`config.mk`:
```
export PLATFORM = sky130hd
export DESIGN_NAME = melody_sequencer
export DESIGN_NICKNAME = d
export VERILOG_FILES = /design/src/rtl/melody_pkg.sv /design/src/rtl/melody_sequencer_note_timer.sv /design/src/rtl/melody_sequencer.sv
export SDC_FILE = /design/constraint.sdc
export NUM_CORES = 1
export LEC_CHECK = 0
export BUFFER_PORTS_ARGS = -buffer_cell sky130_fd_sc_hd__buf_2
export CAP_MARGIN = 10
export CORE_ASPECT_RATIO = 0.8
export CORE_UTILIZATION = 30
export CTS_CLUSTER_SIZE = 8
export DETAILED_ROUTE_END_ITERATION = 10
export SLEW_MARGIN = 20
export SYNTH_ARGS = -nofsm -noshare
export SYNTH_HDL_FRONTEND = slang
export SYNTH_HIERARCHICAL = 1
export SYNTH_SLANG_ARGS = --single-unit
```
`constraint.sdc`:
```
create_clock -name clk -period 2.4 [get_ports clk]
set_input_delay 0.48 -clock clk [delete_from_list [all_inputs] [get_ports clk]]
set_output_delay 0.48 -clock clk [all_outputs]
set_load 0.02 [all_outputs]
```
`src/rtl/melody_pkg.sv`:
```
// Shared FSM encoding, beat code constants and ROM word layout for the melody sequencer.
package melody_pkg;

    typedef enum logic [2:0] {
        IDLE,
        FETCH,
        WAIT_ROM,
        LOAD,
        PLAY
    } seq_state_t;

    localparam logic [3:0] BEAT_END       = 4'd0;
    localparam logic [3:0] BEAT_WHOLE     = 4'd1;
    localparam logic [3:0] BEAT_HALF      = 4'd2;
    localparam logic [3:0] BEAT_QUARTER   = 4'd3;
    localparam logic [3:0] BEAT_EIGHTH    = 4'd4;
    localparam logic [3:0] BEAT_SIXTEENTH = 4'd5;

    localparam int REST_TONE = 0;

    // ROM word: tone in the upper field, 4-bit beat code in the low nibble.
    localparam int BEAT_LSB = 0;
    localparam int BEAT_W   = 4;
    localparam int TONE_LSB = 4;

endpackage

```
`src/rtl/melody_sequencer_note_timer.sv`:
```
// Loadable down-counter with freeze; zero flag marks the last cycle of a note.
module note_timer
    import melody_pkg::*;
#(
    parameter int CNT_W = 28
) (
    input  logic             clk,
    input  logic             rst_n,
    input  logic             load,
    input  logic [CNT_W-1:0] value,
    input  logic             hold,
    output logic             zero
);

    logic [CNT_W-1:0] count;

    always_ff @(posedge clk or negedge rst_n) begin
        if (!rst_n) begin
            count <= '0;
        end else if (load) begin
            count <= value;
        end else if (!hold && (count != '0)) begin
            count <= count - CNT_W'(1);
        end
    end

    assign zero = (count == '0);

endmodule

```
`src/rtl/melody_sequencer.sv`:
```
// Song ROM sequencer driving the buzzer; build with MELODY_SEQ_LOOP_EN to repeat the song until stop.
module melody_sequencer
    import melody_pkg::*;
#(
    parameter int ADDR_W = 8,
    parameter int TONE_W = 4,
    parameter int CNT_W  = 28
) (
    input  logic              clk,
    input  logic              rst_n,
    input  logic              start,
    input  logic              stop,
    input  logic              pause,
    output logic [ADDR_W-1:0] rom_addr,
    input  logic [TONE_W+3:0] rom_data,
    output logic [3:0]        beat_code,
    input  logic [CNT_W-1:0]  beat_len,
    output logic [TONE_W-1:0] tone_code,
    output logic              tone_en,
    output logic              note_strobe,
    output logic              busy,
    output logic              done
);

    seq_state_t        state;
    logic [TONE_W-1:0] tone_latch;
    logic              tone_on;
    logic              timer_zero;
    logic              timer_load;
    logic              timer_hold;
    logic [CNT_W-1:0]  timer_value;
    logic              last_addr;
    logic              abort;
    logic              load_note;
    logic              song_end;

    assign last_addr = &rom_addr;
    assign abort     = stop && (state != IDLE);
    assign load_note = (state == LOAD) && !stop && !pause && (beat_len != '0);

    // Stop outranks end-of-song, and a paused cycle never ends the song.
    assign song_end = !stop && !pause &&
                      (((state == LOAD) && (beat_len == '0)) ||
                       ((state == PLAY) && timer_zero && last_addr));

    // An abort clears the counter so a later song starts from a clean timer.
    assign timer_load  = load_note || abort;
    assign timer_value = abort ? '0 : (beat_len - CNT_W'(1));
    assign timer_hold  = pause || (state != PLAY);

    note_timer #(
        .CNT_W(CNT_W)
    ) u_note_timer (
        .clk  (clk),
        .rst_n(rst_n),
        .load (timer_load),
        .value(timer_value),
        .hold (timer_hold),
        .zero (timer_zero)
    );

    assign busy    = (state != IDLE);
    assign tone_en = tone_on && !pause;

    always_ff @(posedge clk or negedge rst_n) begin
        if (!rst_n) begin
            state       <= IDLE;
            rom_addr    <= '0;
            beat_code   <= '0;
            tone_latch  <= '0;
            tone_code   <= '0;
            tone_on     <= 1'b0;
            note_strobe <= 1'b0;
            done        <= 1'b0;
        end else begin
            note_strobe <= 1'b0;
            done        <= 1'b0;
            if (abort) begin
                state     <= IDLE;
                rom_addr  <= '0;
                tone_code <= '0;
                tone_on   <= 1'b0;
            end else begin
                case (state)
                    IDLE: begin
                        if (start && !stop) begin
                            state    <= FETCH;
                            rom_addr <= '0;
                        end
                    end
                    FETCH: begin
                        if (!pause) state <= WAIT_ROM;
                    end
                    WAIT_ROM: begin
                        if (!pause) begin
                            tone_latch <= rom_data[TONE_LSB +: TONE_W];
                            beat_code  <= rom_data[BEAT_LSB +: BEAT_W];
                            state      <= LOAD;
                        end
                    end
                    LOAD: begin
                        if (load_note) begin
                            tone_code   <= tone_latch;
                            tone_on     <= (tone_latch != TONE_W'(REST_TONE));
                            note_strobe <= 1'b1;
                            state       <= PLAY;
                        end
                    end
                    PLAY: begin
                        if (!pause && timer_zero && !last_addr) begin
                            rom_addr <= rom_addr + ADDR_W'(1);
                            state    <= FETCH;
                        end
                    end
                    default: state <= IDLE;
                endcase

                // The previous tone keeps sounding into the next fetch when looping.
                if (song_end) begin
                    done     <= 1'b1;
                    rom_addr <= '0;
`ifdef MELODY_SEQ_LOOP_EN
                    if ((state == LOAD) && (rom_addr == '0)) begin
                        state     <= IDLE;
                        tone_code <= '0;
                        tone_on   <= 1'b0;
                    end else begin
                        state <= FETCH;
                    end
`else
                    state     <= IDLE;
                    tone_code <= '0;
                    tone_on   <= 1'b0;
`endif
                end
            end
        end
    end

endmodule

```
==> results.md <==
* Most frequent cells in the layout: 103 x buf_4, 60 x buf_2, 54 x nor2_1, 54 x dfrtp_1, 35 x nand3_1
* DP Cell Count at 768
* Crit end category: flop
* Netlist cell types at 69
* RSZ-0062 raised after global routing: true
* Yosys warns at 6
* Max-cap viol count at 0
* Family with the most delay on the worst path: simple AND/OR/NAND/NOR gates
* Cell Area, Synth at 3925 um^2
* Synth Net Count at 506
* Post-synthesis async set-or-reset flop share at 100.0%
* Gp weighted congestion at 0.8958
* Clock Path Buffers at 2
* Non-filler instance count after layout at 780
* Multi-input gate area at 2459 um^2
* Final Hold Viols at 0
* Antenna-violating nets left at 0
* Main synth FF type: dfrtp_1
* First-pass GRT wire length at 18600 um
* Grt ovf at 0
* PortBufs at 60
* Worst-Margin Slew at 0.6127 ns
* Layout cells sized above 1 at 36.95%
* Startpoint types: flop
* Fill cells at 1252
* Clk_skew at 0.009114 ns
* FF-to-FF path depth at 10
* Routed WL at 11170 um
* DRC Markers at 0
* Final period util at 105.0%
* Initial antenna violation count at 0
* Gr usage total at 17.14%
* DRT iter0 DRCs at 309
* Flop2flop setup slack at -0.12 ns
* Vias/cell at 5.276
* Register area share after synthesis at 34.43%
* Flops & latches, synth at 54
* Worst-path fanout max at 7
* Failing checks: setup timing
* CP most frequent cell: o211ai_1
* Insertion delay to the later sink of the worst-skew pair at 0.30 ns
* CTS tree: built
* Number of global-route vias before repair at 3867
* Rows at 36
* # diodes at 0
* Vias at 4115
* Max Fclk at 0.3968 GHz
* Hold Crit Class: in2async
* Crit path cell chain: or4_4 > nor2_4 > nand3_4 > inv_2 > nand4bb_1 > or3_4 > o31a_1 > o211ai_1 > buf_4 > o211ai_1
* Non-Filler Cell Area, Final at 5373 um^2
* Status: finished, violations left
* CP bufs+invs at 2
* Min Tclk post-route at 2.520 ns
* Maximum VDD drop at 339.3 uV
* DP HPWL at 8848 um
* Reg-to-reg startpoint: u_note_timer/count[22]
* Setup WS post-layout at -0.1201 ns
* TritonRoute pass-1 iters at 4
* Clock-pin transition on the worst setup and hold timing paths at 0.07 ns
* H-Tree Depth at 2
* Slew Viols, Final at 0
* Worst reg2reg path endpoint: rom_addr[4]
* Leakage at 2.298 nW
* CP max stage cell: or4_4
* Avg Inst Size Synth at 8.533 um^2
* Avg WL per Cell at 14.32 um
* Relative slew slack at 59.15%
* Clock sinks at 54
* Die width at 129.9 um
* Power density cells at 844.1 nW/um^2
* Most common cell after layout, fill and taps aside: buf_4
* Core area at 12480 um^2
* Critical Path Max Stage Delay at 0.56 ns
* Final setup violation count at 7
* WS Path Type: reg2reg
* Sequential Area at 1351 um^2
* Cts bufs inserted at 5
* Die Area at 13550 um^2
* Starting Density at 31.46%
* CP required at 2.58 ns
* Die Span Y at 104.3 um
* Ports at 61
* WP data arrival at 2.70 ns
* Area after DPL at 5157 um^2
* Root Buffer: clkbuf_16
* Largest net degree at the start of global routing at 32
* Area Overhead vs Synth at 36.88%
* Final hold slack at 0.1951 ns
* Synth Instances at 460
* Nets@finish at 654
* EDFF count, synth at 0
Yosys cell counts (all sizes together), types with 2 or more instances:
master,number,area (um^2)
nor2,58,225.2
or2,6,37.54
a22o,5,43.79
a311o,5,50.05
o21ai,18,90.08
nand2b,3,26.27
and2,5,31.28
o311ai,2,17.52
o31ai,3,22.52
nand4b,3,26.28
nand4,13,81.33
nor4,18,155.1
dfrtp,54,1351
xnor2,19,166.4
or4,12,101.3
nor2b,6,37.54
nor3b,2,26.28
a21boi,2,15.02
nor3,16,85.08
inv,21,78.83
a31oi,9,77.57
or3,13,91.34
nand3,36,180.2
ha,5,62.56
o41ai,2,17.52
xor2,8,70.07
mux2,11,123.9
buf,8,63.81
nand3b,4,30.03
nand2,32,120.1
o31a,2,17.52
o211ai,9,67.56
a311oi,3,32.53
a21oi,14,70.07
clkbuf,16,60.06
a2111oi,3,47.55
through the flow:
stage	util, %	power (mW)	setup WS (ns)	setup TNS, ns
2_1_floorplan	-	2.841	-0.05598	-0.6443
3_3_place_gp	41.34	3.686	-0.2011	-4.349
3_5_place_dp	41.34	3.752	-0.2196	-5.030
4_1_cts	42.77	4.524	-0.09710	-0.6117
5_1_grt	43.06	4.851	-0.1737	-1.235
6_report	43.06	4.535	-0.1201	-0.7551
power breakdown:
group / internal (mW) / switching, mW / leakage (nW)
clock: 0.414 / 0.344 / 0.0729
combinational: 1.09 / 1.23 / 1.54
sequential: 1.22 / 0.239 / 0.687
total: 2.73 / 1.81 / 2.30
repair_timing:
item / in CTS / in global routing
endpoints found under the hold margin: 0 / 0
gates resized for setup: 2 / 7
buffers inserted: 3 / 1
hold buffers: 0 / 0
endpoints found under the setup margin: 9 / 19
pin swaps: 7 / 5
sequential cells by signal, indices dropped and copies added (netlist names):
name	count
rom_addr	8
tone_code	4
state	3
beat_code	4
u_note_timer/count	28
tone_latch	4
done	1
tone_on	1
note_strobe	1
how the worst max path moves through the flow:
stage                                start                     end  depth (start not counted)
floorplan                     beat_len[23]  u_note_timer/count[20]                          9
global placement              beat_len[23]  u_note_timer/count[26]                          8
detailed placement            beat_len[23]  u_note_timer/count[26]                          8
CTS                 u_note_timer/count[22]             rom_addr[7]                         10
global route        u_note_timer/count[22]             rom_addr[2]                         10
finish              u_note_timer/count[22]             rom_addr[4]                         10
layout make-up:
class / instances / area share [%]
Multi-Input combinational cell: 361 / 45.76
Sequential cell: 54 / 25.15
Timing Repair Buffer: 165 / 20.73
Tap cell: 171 / 3.982
Clock buffer: 6 / 2.585
Inverter: 21 / 1.560
Clock inverter: 2 / 0.2329
cell families after synthesis:
logic type | Yosys count | share of synthesized area [%]
XOR/XNOR | 27 | 6.025
buffers and inverters | 45 | 5.164
multiplexers | 12 | 3.411
adder cells (fa/ha/maj) | 5 | 1.594
AND/OR/NAND/NOR | 233 | 33.34
AO/OA/AOI/OAI | 84 | 16.03
flip-flops | 54 | 34.43
metal layers:
| layer | up-vias | track usage (%) | part of all wire, % |
|---|---|---|---|
| li1 | 2000 | - | - |
| met4 | 0 | 4.734 | 1.7 |
| met3 | 17 | 2.675 | 5.1 |
| met2 | 109 | 26.74 | 45 |
| met5 | - | 0 | 0 |
| met1 | 1989 | 24.26 | 48 |
(Power assumes the default switching activity.)
